File: src/rtl/ctrl_pkg.sv
`default_nettype none
// ============================================================================
//  Module      : ctrl_pkg
//  Description : Shared definitions for the control pipeline: opcode values,
//                ALU operation encodings and the decoded control bundle types.
//  Macros      : CTRL_SIGNED_CMP_EN (consumed by ctrl_decode)
//  Revision    : 1.0 - initial release
// ============================================================================
package ctrl_pkg;

    // Opcodes (instruction[OPW:1] of a run-type word)
    localparam logic [4:0] c_op_li   = 5'b00000;
    localparam logic [4:0] c_op_ld   = 5'b00001;
    localparam logic [4:0] c_op_st   = 5'b00010;
    localparam logic [4:0] c_op_add  = 5'b00011;
    localparam logic [4:0] c_op_sub  = 5'b00100;
    localparam logic [4:0] c_op_xor  = 5'b00101;
    localparam logic [4:0] c_op_or   = 5'b00110;
    localparam logic [4:0] c_op_and  = 5'b00111;
    localparam logic [4:0] c_op_jmp  = 5'b01000;
    localparam logic [4:0] c_op_beq  = 5'b01001;
    localparam logic [4:0] c_op_blt  = 5'b01010;
    localparam logic [4:0] c_op_bgt  = 5'b01011;
    localparam logic [4:0] c_op_shl  = 5'b01100;
    localparam logic [4:0] c_op_shr  = 5'b01101;
    localparam logic [4:0] c_op_usub = 5'b01110;
    localparam logic [4:0] c_op_slt  = 5'b01111;
    localparam logic [4:0] c_op_sgt  = 5'b10000;

    // ALU operation encodings
    localparam logic [3:0] c_alu_and  = 4'b0000;
    localparam logic [3:0] c_alu_xor  = 4'b0001;
    localparam logic [3:0] c_alu_or   = 4'b0010;
    localparam logic [3:0] c_alu_shl  = 4'b0011;
    localparam logic [3:0] c_alu_shr  = 4'b0100;
    localparam logic [3:0] c_alu_add  = 4'b0101;
    localparam logic [3:0] c_alu_sub  = 4'b0110;
    localparam logic [3:0] c_alu_blt  = 4'b0111;
    localparam logic [3:0] c_alu_bgt  = 4'b1000;
    localparam logic [3:0] c_alu_beq  = 4'b1001;
    localparam logic [3:0] c_alu_usub = 4'b1010;
    localparam logic [3:0] c_alu_slt  = 4'b1011;
    localparam logic [3:0] c_alu_sgt  = 4'b1100;
    localparam logic [3:0] c_alu_none = 4'b1111;

    // Everything that travels down the pipe with a bundle
    typedef struct packed {
        logic       branch;
        logic       mem_to_reg;
        logic       mem_write;
        logic       reg_write;
        logic       put_en;
        logic       op_en;
        logic       imm_to_reg;
        logic [3:0] alu_op;
        logic       illegal;
    } ctrl_flags_t;

    // Decoder result: the flags plus the HALT marker, which only steers the
    // FSM at accept time and is therefore not stored with the bundle.
    typedef struct packed {
        ctrl_flags_t flags;
        logic        is_halt;
    } ctrl_bundle_t;

    localparam ctrl_flags_t c_flags_reset = '{
        branch:     1'b0,
        mem_to_reg: 1'b0,
        mem_write:  1'b0,
        reg_write:  1'b0,
        put_en:     1'b0,
        op_en:      1'b0,
        imm_to_reg: 1'b0,
        alu_op:     c_alu_none,
        illegal:    1'b0
    };

endpackage : ctrl_pkg
`default_nettype wire

File: src/rtl/ctrl_decode.sv
`default_nettype none
// ============================================================================
//  Module      : ctrl_decode
//  Description : Purely combinational instruction decoder producing a
//                ctrl_bundle_t from the low OPW+1 instruction bits.
//  Ports       : insn   in  [OPW:0] bit 0 = put/run type, [OPW:1] = opcode
//                bundle out         decoded control flags + HALT marker
//  Macros      : CTRL_SIGNED_CMP_EN - enables SLT/SGT; otherwise illegal
//  Revision    : 1.0 - initial release
// ============================================================================
module ctrl_decode
    import ctrl_pkg::*;
#(
    parameter int OPW = 5
) (
    input  logic [OPW:0]  insn,
    output ctrl_bundle_t  bundle
);

    logic [OPW-1:0] w_op;
    assign w_op = insn[OPW:1];

    always_comb begin
        bundle                 = '0;
        bundle.flags.alu_op    = c_alu_none;
        bundle.flags.reg_write = 1'b1;
        bundle.flags.op_en     = 1'b1;

        if (insn[0]) begin
            bundle.flags.put_en    = 1'b1;
            bundle.flags.op_en     = 1'b0;
            bundle.flags.reg_write = 1'b0;
        end else begin
            case (w_op)
                OPW'(c_op_li):   bundle.flags.imm_to_reg = 1'b1;
                OPW'(c_op_ld):   bundle.flags.mem_to_reg = 1'b1;
                OPW'(c_op_st): begin
                    bundle.flags.mem_write = 1'b1;
                    bundle.flags.reg_write = 1'b0;
                end
                OPW'(c_op_add):  bundle.flags.alu_op = c_alu_add;
                OPW'(c_op_sub):  bundle.flags.alu_op = c_alu_sub;
                OPW'(c_op_xor):  bundle.flags.alu_op = c_alu_xor;
                OPW'(c_op_or):   bundle.flags.alu_op = c_alu_or;
                OPW'(c_op_and):  bundle.flags.alu_op = c_alu_and;
                OPW'(c_op_shl):  bundle.flags.alu_op = c_alu_shl;
                OPW'(c_op_shr):  bundle.flags.alu_op = c_alu_shr;
                OPW'(c_op_usub): bundle.flags.alu_op = c_alu_usub;
                OPW'(c_op_jmp): begin
                    bundle.flags.branch    = 1'b1;
                    bundle.flags.reg_write = 1'b0;
                end
                OPW'(c_op_beq): begin
                    bundle.flags.alu_op    = c_alu_beq;
                    bundle.flags.reg_write = 1'b0;
                end
                OPW'(c_op_blt): begin
                    bundle.flags.alu_op    = c_alu_blt;
                    bundle.flags.reg_write = 1'b0;
                end
                OPW'(c_op_bgt): begin
                    bundle.flags.alu_op    = c_alu_bgt;
                    bundle.flags.reg_write = 1'b0;
                end
`ifdef CTRL_SIGNED_CMP_EN
                OPW'(c_op_slt): begin
                    bundle.flags.alu_op    = c_alu_slt;
                    bundle.flags.reg_write = 1'b0;
                end
                OPW'(c_op_sgt): begin
                    bundle.flags.alu_op    = c_alu_sgt;
                    bundle.flags.reg_write = 1'b0;
                end
`endif
                default: begin
                    bundle.flags.reg_write = 1'b0;
                    bundle.flags.op_en     = 1'b0;
                    if (&w_op) begin
                        bundle.is_halt = 1'b1;
                    end else begin
                        bundle.flags.illegal = 1'b1;
                    end
                end
            endcase
        end
    end

endmodule : ctrl_decode
`default_nettype wire

File: src/rtl/control_pipe.sv
`default_nettype none
// ============================================================================
//  Module      : control_pipe
//  Description : Registered, valid/ready flow-controlled control decoder with
//                a one-entry skid buffer, duplicate-counter filtering, a HALT
//                state with resume, and a transferred-bundle counter.
//  Ports       : clk, reset (async, active high)
//                instruction/instr_ctr/in_valid -> in_ready   input side
//                out_valid/out_ready, flag outputs, alu_op, value,
//                control_ctr, illegal                          output bundle
//                resume (pulse), halted, decoded_count         status
//  Macros      : CTRL_SIGNED_CMP_EN - decode SLT/SGT instead of illegal
//  Revision    : 1.0 - initial release
// ============================================================================
module control_pipe
    import ctrl_pkg::*;
#(
    parameter int IW  = 9,
    parameter int OPW = 5,
    parameter int PCW = 12
) (
    input  logic           clk,
    input  logic           reset,
    input  logic [IW-1:0]  instruction,
    input  logic [PCW-1:0] instr_ctr,
    input  logic           in_valid,
    output logic           in_ready,
    input  logic           out_ready,
    input  logic           resume,
    output logic           out_valid,
    output logic           branch_flag,
    output logic           mem_to_reg_flag,
    output logic           mem_write_flag,
    output logic           reg_write_flag,
    output logic           put_en,
    output logic           op_en,
    output logic           imm_to_reg_flag,
    output logic [3:0]     alu_op,
    output logic [IW-2:0]  value,
    output logic [PCW-1:0] control_ctr,
    output logic           illegal,
    output logic           halted,
    output logic [PCW-1:0] decoded_count
);

    localparam logic [0:0] c_st_run  = 1'b0;
    localparam logic [0:0] c_st_halt = 1'b1;

    logic [0:0]     r_state;
    logic [0:0]     w_state_nxt;

    ctrl_bundle_t   w_dec;

    ctrl_flags_t    r_out_flags;
    logic [IW-2:0]  r_out_value;
    logic [PCW-1:0] r_out_ctr;
    logic           r_out_valid;

    ctrl_flags_t    r_skid_flags;
    logic [IW-2:0]  r_skid_value;
    logic [PCW-1:0] r_skid_ctr;
    logic           r_skid_full;

    logic [PCW-1:0] r_last_ctr;
    logic           r_last_valid;
    logic [PCW-1:0] r_count;
    logic           r_in_ready;

    logic           w_accept;
    logic           w_dup;
    logic           w_load;
    logic           w_xfer;
    logic           w_out_free;
    logic           w_skid_full_nxt;
    logic           w_in_ready_nxt;
    logic           w_resume_exit;
    logic           w_halted;

    ctrl_decode #(
        .OPW    (OPW)
    ) u_decode (
        .insn   (instruction[OPW:0]),
        .bundle (w_dec)
    );

    assign w_accept   = in_valid && r_in_ready;
    assign w_dup      = r_last_valid && (instr_ctr == r_last_ctr);
    assign w_load     = w_accept && !w_dup;
    assign w_xfer     = r_out_valid && out_ready;
    // Output register can take a new entry when it is empty or being drained
    assign w_out_free = !r_out_valid || out_ready;

    // in_ready is low whenever the skid is full, so a load never coincides
    // with a skid-to-output move.
    always_comb begin
        w_skid_full_nxt = r_skid_full;
        if (w_out_free) begin
            w_skid_full_nxt = 1'b0;
        end else if (w_load) begin
            w_skid_full_nxt = 1'b1;
        end
    end

    // ---------------- FSM: state register ----------------
    always_ff @(posedge clk or posedge reset) begin
        if (reset) begin
            r_state <= c_st_run;
        end else begin
            r_state <= w_state_nxt;
        end
    end

    // ---------------- FSM: next state ----------------
    always_comb begin
        w_state_nxt = r_state;
        case (r_state)
            c_st_run:  if (w_load && w_dec.is_halt) w_state_nxt = c_st_halt;
            c_st_halt: if (resume)                  w_state_nxt = c_st_run;
            default:   w_state_nxt = c_st_run;
        endcase
    end

    // ---------------- FSM: outputs ----------------
    always_comb begin
        w_halted       = (r_state == c_st_halt);
        w_resume_exit  = (r_state == c_st_halt) && resume;
        w_in_ready_nxt = (w_state_nxt == c_st_run) && !w_skid_full_nxt;
    end

    // ---------------- Output / skid registers and counters ----------------
    always_ff @(posedge clk or posedge reset) begin
        if (reset) begin
            r_out_valid  <= 1'b0;
            r_out_flags  <= c_flags_reset;
            r_out_value  <= '0;
            r_out_ctr    <= '0;
            r_skid_full  <= 1'b0;
            r_skid_flags <= c_flags_reset;
            r_skid_value <= '0;
            r_skid_ctr   <= '0;
            r_last_ctr   <= '0;
            r_last_valid <= 1'b0;
            r_count      <= '0;
            r_in_ready   <= 1'b1;
        end else begin
            if (w_out_free) begin
                if (r_skid_full) begin
                    r_out_valid <= 1'b1;
                    r_out_flags <= r_skid_flags;
                    r_out_value <= r_skid_value;
                    r_out_ctr   <= r_skid_ctr;
                end else if (w_load) begin
                    r_out_valid <= 1'b1;
                    r_out_flags <= w_dec.flags;
                    r_out_value <= instruction[IW-1:1];
                    r_out_ctr   <= instr_ctr;
                end else begin
                    r_out_valid <= 1'b0;
                end
            end else if (w_load) begin
                r_skid_flags <= w_dec.flags;
                r_skid_value <= instruction[IW-1:1];
                r_skid_ctr   <= instr_ctr;
            end
            r_skid_full <= w_skid_full_nxt;

            if (w_load) begin
                r_last_ctr   <= instr_ctr;
                r_last_valid <= 1'b1;
            end else if (w_resume_exit) begin
                // Forget the last counter so the instruction after HALT
                // (typically the same counter) is decoded again.
                r_last_valid <= 1'b0;
            end

            if (w_xfer) begin
                r_count <= r_count + PCW'(1);
            end

            r_in_ready <= w_in_ready_nxt;
        end
    end

    assign in_ready        = r_in_ready;
    assign out_valid       = r_out_valid;
    assign branch_flag     = r_out_flags.branch;
    assign mem_to_reg_flag = r_out_flags.mem_to_reg;
    assign mem_write_flag  = r_out_flags.mem_write;
    assign reg_write_flag  = r_out_flags.reg_write;
    assign put_en          = r_out_flags.put_en;
    assign op_en           = r_out_flags.op_en;
    assign imm_to_reg_flag = r_out_flags.imm_to_reg;
    assign alu_op          = r_out_flags.alu_op;
    assign illegal         = r_out_flags.illegal;
    assign value           = r_out_value;
    assign control_ctr     = r_out_ctr;
    assign halted          = w_halted;
    assign decoded_count   = r_count;

endmodule : control_pipe
`default_nettype wire

File: config.mk
export PLATFORM = sky130hd
export DESIGN_NAME = control_pipe
export DESIGN_NICKNAME = d
export VERILOG_FILES = /design/src/rtl/ctrl_pkg.sv /design/src/rtl/ctrl_decode.sv /design/src/rtl/control_pipe.sv
export SDC_FILE = /design/constraint.sdc
export NUM_CORES = 1
export LEC_CHECK = 0
export ABC_AREA = 1
export CAP_MARGIN = 10
export CORE_MARGIN = 2
export CORE_UTILIZATION = 36
export DETAILED_ROUTE_END_ITERATION = 10
export GPL_ROUTABILITY_DRIVEN = 0
export PLACE_DENSITY_LB_ADDON = 0.3
export SYNTH_ARGS = -nofsm -noshare
export SYNTH_HDL_FRONTEND = slang
export SYNTH_SLANG_ARGS = --single-unit
File: constraint.sdc
create_clock -name clk -period 3.4 [get_ports clk]
set_clock_uncertainty 0.05 [all_clocks]
set_input_delay 0.34 -clock clk [delete_from_list [all_inputs] [get_ports clk]]
set_output_delay 0.34 -clock clk [all_outputs]
set_load 0.005 [all_outputs]
======== After elaboration in Yosys (flattened, before gate mapping) ========
Cells that the tools add are included.
word-level totals
  input port bits ......................... 26
  logic and storage cells ................. 97
  register bits ........................... 93
cells by class
  reductions and logical operators ........ 19
  multiplexer cells ....................... 30
  equal/unequal tests ..................... 15
  bitwise operators ....................... 3
  add/subtract/negate cells ............... 1
operator list
  cell                     number
  $mux W12                 4
  $pmux W4 S11             1
  $eq A5 B4 Y1 const B     7
  $eq A5 B3 Y1 const B     4
  $mux W1                  19
  $mux W8                  2
  $reduce_or A15 Y1        1
  $add A12 B1 Y12 const B  1
  $eq A12 B12 Y1           1
  $eq A5 B2 Y1 const B     2
  $reduce_or A10 Y1        1
  $logic_and A1 B1 Y1      7
  $mux W7                  1
  $eq A5 B1 Y1 const B     1
  $logic_not A5 Y1         1
  $reduce_and A5 Y1        1
  $reduce_and A2 Y1        2
  $reduce_bool A2 Y1       2
  $logic_not A1 Y1         3
  $mux W3                  1
  $not A1 Y1               3
  $mux W2                  1
  $pmux W1 S2              1
  $logic_or A1 B1 Y1       1

======== Longest topological paths before layout ========
Gate-level depths: netlist of the first run.
  depth after elaboration ................. 9
  gate-level depth with buffers ........... 13
  mapped depth without buffers ............ 12

======== Hierarchy ========
From an unflattened synthesis of the first run, not the netlist that was laid out.
unflattened totals
  cell total of the unflattened synthesis .. 607
  area total of the unflattened synthesis .. 4783.3 um^2
modules (own cells, without submodules)
  module        cells an instance  times used  sequential area each (um^2)  area each (um^2)
  control_pipe  537                1           2338.5                       4466.8
  ctrl_decode   70                 1           0.0                          316.6

======== Least setup slack after synthesis of the first run ========
No wires, ideal clock.
  path kind ............................... input-to-reg
  start point ............................. input instr_ctr[0]
  end point ............................... register r_out_flags, in the netlist branch_flag
  slack ................................... 1933 ps
  arrival ................................. 1300 ps
  cell stages on the path ................. 12
  path buffers ............................ 1
  cell sequence ........................... inv_1 nand2_1 nand2_1 nor2_1 nand2_1 nor2_1 nand2_2 nand2_4 nand2_4 buf_2 nand3_1 nand2_1
on the way
  word-level cells in the longest chain between the ends .. 6
ends and longest elaborated chain
  what                                 line                 text
  start, declared                      control_pipe.sv:25   input logic [PCW-1:0] instr_ctr,
  $eq A12 B12 Y1                       control_pipe.sv:87   assign w_dup = r_last_valid && (instr_ctr == r_last_ctr);
  $logic_and A1 B1 Y1                  control_pipe.sv:87
  $logic_not A1 Y1                     control_pipe.sv:88   assign w_load = w_accept && !w_dup;
  $logic_and A1 B1 Y1                  control_pipe.sv:88
  $reduce_bool A2 Y1 (no source line)  n/a
  $reduce_and A2 Y1 (no source line)   n/a
  end signal, assigned                 control_pipe.sv:134  r_out_flags <= c_flags_reset;
  end signal, assigned                 control_pipe.sv:149  r_out_flags <= r_skid_flags;
  end signal, assigned                 control_pipe.sv:154  r_out_flags <= w_dec.flags;
  end, declared                        control_pipe.sv:54   ctrl_flags_t r_out_flags;
Every way passes these cells.
A chain may end at the register's enable or synchronous reset.

======== Worst setup path in the final report of the first run ========
  start point ............................. input instr_ctr[0]
  end point ............................... register r_out_flags, in the netlist alu_op[0]
Same word-level chain as after synthesis.

==> metrics.yaml, run 1 <==
status: "finished, final reports clean"
seq_area_sq_um: 2338
period_minus_slack_ns: 2.268
postRouteAntennaNets: 0
synth_area_leaders: "dfrtp_1 47%, nand2_1 19%, o21ai_0 8.0%, dfstp_2 5.3%, nand3_1 4.6%"
io_pins: 73
yosys_warnings: 0
nets: 660
place_area_sq_um: 5270
required_ns: 3.63
dp_hpwl_mm: 7.505
hold_viol_final: 0
insertedDiodeCount: 0
fmax_mhz: 441.0
insertion_delay_ns: 0.34
syn_nets: 594
drt_iter0_drc: 229
synth_cell_types: 29
clk_path_buf_depth: 2
synthArstFlopShare_pct: 100.0
synth_area_sq_um: 4429
ctsResizeCount: 0
cts_made_buffers: 9
report.final.slew_viol_count: 0
clkTransAtPathRegs_ns: 0.06
synth-edff-count: 0
yosys.area.top_type: "dfrtp_1"
peakVddDrop_mv: 0.3886
cts-htree-levels: 3
fin_tns_setup_ns: 0
synth_top_area_share_pct: 47.46
max_slew_margin_pct: 47.91
io_buffer_count: 72
core_area_sq_um: 12010
cp-end-kind: "flip-flop"
area_delta_synth_final_pct: 25.59
cp_cell_sequence: "clkdlybuf4s50_1 > inv_1 > nand2_1 > nand2_1 > nor2_1 > nand2_1 > nor2_1 > nand2_2 > nand2_4 > nand2_4 > nand2_4 > nand2_1 > nand2_1"
critPathMaxStageDelay_ns: 0.45
p_leak_nw: 2.722
grt_pass1_vias: 3630
ys_ff_latch: 93
cp_max_fo: 33
final.period_utilization_pct: 66.69
power_density_nw_per_um2: 619.0
cpMostUsedCell: "nand2_1"
cap_violations: 0
root_buffer: "clkbuf_16"
drc_errors: 0
fp.dieH_microns: 114.9
cts_tree: "done"
rows: 40
via_count: 3803
multi_input_area_sq_um: 1788
n_fill_cell: 1199
start_kind: "input port"
grt_max_degree: 53
dieWidth_microns: 114.9
dieArea_sq_um: 13210
via_per_inst: 4.845
post-cts-setup-buffers: 0
initial_core_util_pct: 36.88
synth_ff_type: "dfrtp_1"
rsz0062_at_grt: "no"
synth-seq-area-share_pct: 52.80
cp.arrival_ns: 2.50
totalWireLength_mm: 10.53
synthTopCellsByCount: "228 x nand2_1, 84 x dfrtp_1, 71 x o21ai_0"
place_inst: 769
utilization_pct: 46.31
tightest_slew_ns: 0.7804
final_cell_count_no_fill: 785
post_drt_wl_per_cell_microns: 13.41
antenna_found_initial: 0
cts_hold_buf: 0
yosysMostFrequentCell: "nand2_1"
total_power_mw: 3.443
setup_viol: 0
first_pass_iters: 5
grt_overflow: 0
grt_pass1_wl_mm: 18.03
crit_slowest_cell: "clkdlybuf4s50_1"
drive_gt1_share_pct: 5.956
cts.sinks: 93
synthCells: 567
final_area_sq_um: 5563
holdCritPathClass: "input port to asynchronous set/reset pin"
avgSynthCellArea_sq_um: 7.812
critical_path_class: "input port to flip-flop"
grtUsageTotal_pct: 17.18
## report_power, final
group | total (mW) | switching [mW] | leakage [nW] | internal (mW)
logic | 0.862 | 0.428 | 1.41 | 0.434
clock network | 0.994 | 0.409 | 0.149 | 0.585
registers | 1.59 | 0.180 | 1.16 | 1.41
## worst paths after layout
check,endpoint,slack (ns),cells after the start,from
max in group asynchronous,in_ready,2.11,3,reset
max reg2reg,alu_op[0],1.26,11,r_last_ctr[0]
max,alu_op[0],1.13,13,instr_ctr[0]
min in group clk,alu_op[2],0.42,2,alu_op[2]
min reg2reg,alu_op[2],0.42,2,alu_op[2]
min,mem_to_reg_flag,0.40,2,reset
## flip-flops by register name, summed over array words and instances (netlist names)
| register | flops |
|---|---|
| in_ready | 1 |
| branch_flag | 1 |
| r_skid_ctr | 12 |
| op_en | 1 |
| out_valid | 1 |
| alu_op | 4 |
| halted | 1 |
| put_en | 1 |
| mem_to_reg_flag | 1 |
| r_last_ctr | 12 |
| decoded_count | 12 |
| value | 8 |
| r_skid_value | 8 |
| illegal | 1 |
| r_skid_full | 1 |
| r_skid_flags | 12 |
| imm_to_reg_flag | 1 |
| control_ctr | 12 |
| reg_write_flag | 1 |
| r_last_valid | 1 |
| mem_write_flag | 1 |
## area by class of cell
type	instances	area share [%]
Tap cell	147	3.306
Sequential cell	93	42.04
Multi-Input combinational cell	402	32.14
Clock inverter	5	0.8997
Timing Repair Buffer	77	13.86
Inverter	50	3.396
Clock buffer	11	4.363
## per-layer routing
metal / wire, microns / up-vias / track usage (%)
li1: - / 1920 / -
met1: 5042 / 1759 / 24.30
met2: 4684 / 113 / 26.59
met3: 671 / 11 / 4.533
met4: 127 / 0 / 4.096
met5: 0 / - / 0
## per-stage QoR
stage | setup slack (ns) | hold slack (ns)
after floorplan | 0.6046 | 0.3969
after global placement | 0.8702 | 0.4070
after detailed placement | 0.7936 | 0.4079
after CTS | 1.141 | 0.4198
after global routing | 0.9189 | 0.4342
final | 1.132 | 0.4024
## logic make-up (layout without fill, tap and decap cells)
kind of cell,after synthesis,after routing,share of synthesized area [%]
flops,93,93,52.80
simple gates,312,312,28.90
buf+inv,72,143,6.836
xor+xnor,12,12,2.373
fa+ha+maj,1,1,0.2824
compound gates,77,77,8.813
## cell usage in the layout, fill, tap and decap left out, types with 2 or more instances in the layout
master,instances
nand2_1,228
dfrtp_1,84
clkdlybuf4s50_1,72
o21ai_0,71
inv_1,47
nand3_1,41
nor2_1,26
xnor2_1,9
dfstp_2,9
clkbuf_16,9
clkinv_2,5
nand4_1,4
nor3_1,4
buf_4,4
nand2_4,3
a21oi_1,3
xor2_1,3
inv_2,2
## critical path: cells and delay by family
kind / cells / cell delay [ns]
simple gates: 11 / 1.62
buf+inv: 2 / 0.53
Power figures use the tool's default switching activity.
==> run 2: changes to the inputs <==
clock period = 2 ns   (was 3.4 ns; I/O delays follow)
==> run 2 against run 1 <==
Sequential cell count stayed put. Sequential power is 69% higher. Highest routed layer unchanged. Global-route usage is 0.051 points higher. Total power rose by 68%. Final area is 1.7% higher. Critical path depth decreased by 1.
==> metrics.yaml, run 2 (synthesis results as in run 1) <==
critical_path_class: "flip-flop to flip-flop"
rsz0062_at_grt: "no"
report.final.slew_viol_count: 0  # unchanged
post-cts-setup-buffers: 0  # unchanged
io_buffer_count: 72  # unchanged
r2r_slack_ns: 0.29  # -0.97 ns
grt_pass1_vias: 3743  # +3.1%
nets: 671  # +1.7%
grt_pass1_wl_mm: 18.00  # -0.19%
via_count: 3879  # +2.0%
post_drt_wl_per_cell_microns: 13.07  # -2.5%
holdCritPathClass: "input port to asynchronous set/reset pin"
initial_core_util_pct: 36.88  # unchanged
root_buffer: "clkbuf_16"
p_leak_nw: 2.757  # +1.3%
period_minus_slack_ns: 1.709
power.share.combinational_pct: 26.1  # +1.1 points
final.period_utilization_pct: 85.46
dp_hpwl_mm: 7.389  # -1.5%
via_per_inst: 4.873  # +0.59%
setup_viol: 0  # unchanged
dieArea_sq_um: 13210  # unchanged
totalWireLength_mm: 10.41  # -1.1%
antenna_found_initial: 0  # unchanged
clkTransAtPathRegs_ns: 0.07  # about the same
cts_made_buffers: 9  # unchanged
drt_iter0_drc: 259  # +13%
seq_power_share_pct: 46.6  # +0.5 points
pwr-share-clk_pct: 27.3  # -1.6 points
cp_max_fo: 33  # unchanged
cts_tree: "done"
grtUsageTotal_pct: 17.24  # +0.051 points
r2r-start: "r_last_ctr[8]"
tightest_slew_ns: 0.5451  # -0.2353 ns
cp.arrival_ns: 1.95  # -0.55 ns
final_cell_mix: "228 x nand2_1, 84 x dfrtp_1, 72 x clkdlybuf4s50_1, 71 x o21ai_0, 47 x inv_1"
start_kind: "flip-flop"
area_delta_synth_final_pct: 27.74
grt_max_degree: 94  # +77%
power_density_nw_per_um2: 1022  # +65%
drc_errors: 0  # unchanged
peakVddDrop_mv: 0.5742  # +48%
cts_hold_buf: 0  # unchanged
cts.sinks: 93  # unchanged
grt_overflow: 0  # unchanged
cp-end-kind: "flip-flop"
ctsResizeCount: 0  # unchanged
hold-worst-slack_ns: 0.2817  # -0.1206 ns
rows: 40  # unchanged
max_slew_margin_pct: 63.32  # +15 points
required_ns: 2.24  # -1.39 ns
io_pins: 73  # unchanged
reg2regPathDepth: 12  # +1
clk_path_buf_depth: 2  # unchanged
fp.dieH_microns: 114.9  # unchanged
hold_viol_final: 0  # unchanged
insertion_delay_ns: 0.35  # about the same
dieWidth_microns: 114.9  # unchanged
status: "finished, final reports clean"
layout_commonest_cell: "nand2_1"
total_power_mw: 5.781  # +68%
first_pass_iters: 6  # +1
cts-htree-levels: 3  # unchanged
reg2reg_to: "alu_op[2]"
p_sw_share_pct: 30.57  # +1.0 points
insertedDiodeCount: 0  # unchanged
intPower_mw: 4.014  # +65%
postRouteAntennaNets: 0  # unchanged
p_sw_mw: 1.767  # +74%
fmax_mhz: 585.0
drive_gt1_share_pct: 7.704  # +1.7 points
core_area_sq_um: 12010  # unchanged
cap_violations: 0  # unchanged
-- run 2: layout make-up --
class | count | area [sq um]
timing repair buffer | 88 | 878.3
multi-input combinational | 402 | 1788
clock buffer | 9 | 225.2
fill | 1192 | 6354
inverter | 50 | 191.4
clock inverter | 7 | 52.55
tap | 147 | 183.9
sequential | 93 | 2338
-- run 2: worst max path at each step --
stage          depth (start not counted)              end           start  slack (ns)
6_report                              12        alu_op[2]   r_last_ctr[8]        0.29
5_1_grt                               12         value[7]   r_last_ctr[8]        0.02
4_1_cts                               11        alu_op[2]   r_last_ctr[0]        0.25
3_5_place_dp                           7         in_ready  instruction[5]       -0.09
3_3_place_gp                           7         in_ready  instruction[5]       -0.05
2_1_floorplan                          7  control_ctr[10]       out_valid        0.54
-- run 2: critical path, cell delays in order (launching register included) --
cell	delay, ns
dfrtp_1	0.38
inv_1	0.06
nand2_1	0.07
nand2_1	0.06
nor2_1	0.11
nand2_1	0.06
nor2_1	0.11
nand2_2	0.10
nand2_4	0.10
nand2_4	0.08
nand2_4	0.31
nand2_1	0.10
nand2_1	0.08
-- run 2: layer usage --
metal / vias up / GRT usage, % / part of all wire [%]
li1: 1941 / - / -
met1: 1820 / 22.93 / 47
met2: 104 / 27.14 / 45
met3: 14 / 5.061 / 5.5
met4: 0 / 5.703 / 1.8
met5: - / 0 / 0
-- run 2: power groups by stage --
stage / registers, mW / logic (mW) / clock network, mW
floorplan: 2.69 / 0.759 / 0
global placement: 2.71 / 1.49 / 0
detailed placement: 2.72 / 1.54 / 0
CTS: 2.70 / 1.54 / 1.63
global route: 2.76 / 1.74 / 1.71
finish: 2.69 / 1.51 / 1.58
-- run 2: through the flow --
| step | instance area [sq um] | utilization [%] | instances | TNS (ns) | setup slack, ns |
|---|---|---|---|---|---|
| finish | 5658 | 47.10 | 796 | 0 | 0.2907 |
| global route | 5658 | 47.10 | 796 | 0 | 0.02282 |
| CTS | 5658 | 47.10 | 796 | 0 | 0.2547 |
| detailed placement | 5380 | 44.79 | 780 | -1.557 | -0.08740 |
| global placement | 5380 | 44.79 | 780 | -0.2117 | -0.04729 |
| floorplan | 4433 | - | 567 | 0 | 0.5359 |
==> run 3: changes to the inputs <==
SLEW_MARGIN = 20   (was default)
==> results of run 3 <==
No change in the layout: final DEF, timing and power equal those of run 2.
==> RTL change 1 (config.mk and constraints of run 1) <==
`OPW` is set to 5 in 2 places; all go to 6.
--- a/src/rtl/ctrl_decode.sv
+++ b/src/rtl/ctrl_decode.sv
@@ -11,7 +11,7 @@
 module ctrl_decode
     import ctrl_pkg::*;
 #(
-    parameter int OPW = 5
+    parameter int OPW = 6
 ) (
     input  logic [OPW:0]  insn,
     output ctrl_bundle_t  bundle
--- a/src/rtl/control_pipe.sv
+++ b/src/rtl/control_pipe.sv
@@ -16,7 +16,7 @@
     import ctrl_pkg::*;
 #(
     parameter int IW  = 9,
-    parameter int OPW = 5,
+    parameter int OPW = 6,
     parameter int PCW = 12
 ) (
     input  logic           clk,
Formal check against the unedited RTL: not equivalent (a bounded check fails within 4 cycles, from zero or initial values and one cycle with reset high).
==> RTL change 1 against run 1 <==
- setup slack improved by 21 ps
- via count increased by 1.1%
- sequential share of layout area decreased by 0.95 points
- clock power rose by 9.7%
- sequential cell count unchanged
- power rose by 3.1%
- cell count rose by 5.5%
- design area up 2.3%
- routed wire length fell by 0.26%
- register-to-register slack improved by 50 ps
- core utilization rose by 0.68 points
- sequential power about the same
- area after synthesis up 1.7%
- critical endpoint is now control_ctr[5]
==> RTL change 1: results (changes against run 1) <==
- The run finished with clean final reports.
- The fill cell instance count of the final layout is 1210 (+0.92%).
- For the worst-skew pair, the clock arrives at the later sink with an insertion delay of 350 ps.
- The wire length of the first global-routing pass is 17.6 mm (-2.6%).
- The global routing usage summed across all routing layers is 16.6% (-0.54 points).
- The largest vdd supply drop is 0.315 mV (-19%).
- The most used flip-flop cell after synthesis is sky130_fd_sc_hd__dfrtp_1.
- The post-place setup slack is 780 ps (-13.2 ps).
- The met1 global-route usage is 23.0% (-1.3 points).
- In the post-synthesis netlist, the biggest area contributors are sky130_fd_sc_hd__dfrtp_1, sky130_fd_sc_hd__nand2_1, sky130_fd_sc_hd__o21ai_0.
- The worst-margin pin slew is 573 ps (-207 ps).
- The number of placed cells counting well taps is 812 (+5.6%).
- The critical path data arrival time is 2470 ps (-30 ps).
- The length of routed met3 wiring is 590 um (-12%).
- The largest net degree at the start of global routing is 94 (+77%).
- By count the netlist is led by sky130_fd_sc_hd__nand2_1, sky130_fd_sc_hd__dfrtp_1, sky130_fd_sc_hd__o21ai_0, sky130_fd_sc_hd__inv_1, sky130_fd_sc_hd__nand3_1.
- The synthesized area per cell is 7.64 sq um (-2.2%).
- The routed length on met2 is 4.91 mm (+4.8%).
- The maximum count of clock buffers along a single path came to 2 (unchanged).
- The total number of nets in the final design is 682 (+3.3%).
- The estimated wirelength of the detail-placed design was 7.33 mm (-2.4%).
- The met2 track utilization from global routing is 26.4% (-0.23 points).
- The via count of the first global-routing pass is 3530 (-2.8%).
- The count of non-filler cells in the finished layout is 828 (+5.5%).
- The cell leakage power is 2.81 nW (+3.0%).
- The post-synthesis net count is 617 (+3.9%).
- The largest stage delay on the critical path is 480 ps (+30 ps).
- The routing usage on met3 was 4.55% (+0.017 points).
- The number of vias per cell was 4.64 (-4.2%).
- The count of cell types in the netlist is 26 (-10%).
- The share of total power consumed by net switching is 28.8% (-0.77 points).
- The overall routed net length is 10.5 mm (-0.26%).
- The ratio of cells with drive above 1 in the final layout is 6.21% (+0.26 points).
- The met1 routed wirelength after detailed routing came to 4.89 mm (-3.0%).
- The DRC marker count from the first detailed-route iteration is 252 (+10%).
- The sequential element share of the synthesized area is 51.9% (-0.89 points).
-- RTL change 1: cell families (layout without fill, tap and decap cells) --
| family | after synthesis | after routing | synth area share [%] |
|---|---|---|---|
| AO/OA/AOI/OAI | 76 | 76 | 8.55 |
| XOR/XNOR | 11 | 11 | 2.14 |
| adder cells (fa/ha/maj) | 1 | 1 | 0.278 |
| buffers and inverters | 81 | 151 | 7.47 |
| flip-flops | 93 | 93 | 51.9 |
| AND/OR/NAND/NOR | 328 | 328 | 29.7 |
-- RTL change 1: metrics by stage --
stage	instance area [sq um]	util (%)
5_1_grt	5690	47.0
3_5_place_dp	5370	44.3
2_1_floorplan	4510	-
3_3_place_gp	5370	44.3
4_1_cts	5690	47.0
6_report	5690	47.0
-- RTL change 1: worst paths after layout --
kind | startpoint | to | slack [ps] | cells after the start
setup / recovery | instr_ctr[8] | control_ctr[5] | 1150 | 13
hold reg to reg | branch_flag | branch_flag | 420 | 2
min in group clk | branch_flag | branch_flag | 420 | 2
setup reg to reg | r_last_ctr[7] | control_ctr[5] | 1310 | 11
max in group asynchronous | reset | alu_op[2] | 2510 | 3
hold / removal | reset | decoded_count[1] | 360 | 3
-- RTL change 1: area by class of cell --
class                      count  share of cell area (%)
timing repair buffer          76                    13.4
multi-input combinational    416                    32.2
clock inverter                 4                    1.23
tap                          168                    3.69
sequential                    93                    41.1
inverter                      59                    3.91
clock buffer                  12                    4.51
-- RTL change 1: power by group through the flow --
stage / sequential (mW) / combinational [mW] / clock, mW
6_report: 1.59 / 0.872 / 1.09
4_1_cts: 1.59 / 0.890 / 1.12
5_1_grt: 1.63 / 0.993 / 1.17
3_3_place_gp: 1.60 / 0.862 / 0
2_1_floorplan: 1.58 / 0.454 / 0
3_5_place_dp: 1.60 / 0.883 / 0
==> RTL change 2 (config.mk and constraints of run 1) <==
Made on the original files. Reset style: synchronous (`reset`), changed in 2 clocked blocks. Comments in the files are not updated.
--- a/src/rtl/control_pipe.sv
+++ b/src/rtl/control_pipe.sv
@@ -102,7 +102,7 @@
     end
 
     // ---------------- FSM: state register ----------------
-    always_ff @(posedge clk or posedge reset) begin
+    always_ff @(posedge clk) begin
         if (reset) begin
             r_state <= c_st_run;
         end else begin
@@ -128,7 +128,7 @@
     end
 
     // ---------------- Output / skid registers and counters ----------------
-    always_ff @(posedge clk or posedge reset) begin
+    always_ff @(posedge clk) begin
         if (reset) begin
             r_out_valid  <= 1'b0;
             r_out_flags  <= c_flags_reset;
Check against the original RTL: differs if reset is asserted again (counterexample within 4 cycles, from zero or initial values and one cycle with reset high); with reset held inactive, the same outputs for 10 cycles.
==> RTL change 2 against run 1 <==
- cell count is 14% higher
- count of clock-buffer cells in the layout is 1 lower
- die area is 1.4% lower
- design area is 2.2% lower
- synthesized cell count is 20% higher
- sequential cell count stayed put
- global-route usage is 0.10 points lower
- routed wire length is 1.5% higher
- setup slack worse by 97 ps
- area after synthesis is 1.4% lower
- non-clock buffer count is 1 lower
- core utilization is 0.63 points lower
- hold slack worse by 4.3 ps
- critical endpoint is now put_en
Power is not compared: it rests on default switching activity, and its combinational part moved more than twofold at a synthesized area within 25%.
==> RTL change 2: results (changes against run 1) <==
- The run finished with clean final reports.
- The total number of nets in the final design was 767 (+16%).
- The sequential element share of the synthesized area is 42.6% (-10 points).
- The share of flip-flops with an asynchronous set or reset after synthesis was 0% (-100 points).
- The yosys synthesis warning count is 0 (unchanged).
- The post-place setup slack is 690 ps (-103 ps).
- In this run the worst hold path is classified as flop to flop.
- Ranked by total cell area, the synthesized netlist is headed by sky130_fd_sc_hd__dfxtp_1, sky130_fd_sc_hd__nand2_1, sky130_fd_sc_hd__nor2_1.
- In this run the register-to-register setup slack is 1270 ps.
- The estimated wirelength of the detail-placed design is 7.37 mm (-1.8%).
- The count of cell types in the netlist is 28 (-3.4%).
- The critical register-to-register path endpoint is put_en.
- The minimum hold slack came to 398 ps (-4.31 ps).
- The largest stage delay on the critical path is 570 ps (+120 ps).
- The worst-margin pin slew came to 810 ps (+29.4 ps).
- The ratio of cells with drive above 1 in the final layout came to 4.70% (-1.3 points).
- The startpoint identified for the worst register-to-register timing path is r_last_ctr[0].
- The post-synthesis net count is 710 (+20%).
- The share of synthesized cell area in full adder, half adder and majority cells was 0.287% (+0.0040 points).
- The global routing usage summed across all routing layers is 17.1% (-0.10 points).
- The wire length of the first global-routing pass is 18.0 mm (-0.15%).
- The maximum count of clock buffers along a single path is 2 (unchanged).
- After synthesis, the most frequently instantiated cells are sky130_fd_sc_hd__nand2_1, sky130_fd_sc_hd__dfxtp_1, sky130_fd_sc_hd__nor2_1, sky130_fd_sc_hd__inv_1, sky130_fd_sc_hd__a21oi_1.
- The post-cts gate resize count is 0 (unchanged).
- The post-synthesis share of cell area spent on xor and xnor gates is 0.201% (-2.2 points).
- The overall routed net length is 10.7 mm (+1.5%).
- The largest net degree at the start of global routing is 58 (+9.4%).
RTL change 2: worst min-delay path: cells and delay by family (launching register included):
family	cells	cell delay, ps
AO/OA/AOI/OAI	1	50
flip-flops	1	300
buffers and inverters	1	50
RTL change 2: how the worst max path moves through the flow:
stage                    from              to  slack, ps  cells after the start
3_3_place_gp     instr_ctr[2]          put_en        760                     14
5_1_grt          instr_ctr[0]          put_en        760                     14
2_1_floorplan  instruction[1]       alu_op[3]       1860                     12
6_report         instr_ctr[0]          put_en       1040                     14
4_1_cts          instr_ctr[0]          put_en       1030                     14
3_5_place_dp     instr_ctr[2]  reg_write_flag        690                     14
RTL change 2: per-stage QoR:
stage / cells / power, mW
finish: 892 / 2.49
global route: 892 / 2.62
CTS: 892 / 2.52
detailed placement: 876 / 1.58
global placement: 876 / 1.57
floorplan: 683 / 1.42
RTL change 2: metal layers:
metal	vias to the layer above	track usage, %	wire length (um)
li1	2225	-	-
met1	1895	21.2	4950
met2	93	28.9	5020
met3	13	3.81	536
met4	0	6.67	181
met5	-	0	0
RTL change 2: area by class of cell:
cell class	instances	area [sq um]
clock buffers	10	239
clock inverters	6	45.0
fillers	1242	6470
inverters	88	330
multi-input cells	472	2020
flip-flops and latches	93	1860
well taps	147	184
repair buffers	76	763
RTL change 2: power by group through the flow:
stage,sequential [mW],combinational (mW),clock [mW]
2_1_floorplan,1.21,0.213,0
3_3_place_gp,1.20,0.368,0
3_5_place_dp,1.21,0.373,0
4_1_cts,1.18,0.376,0.966
5_1_grt,1.19,0.422,1.01
6_report,1.18,0.371,0.941
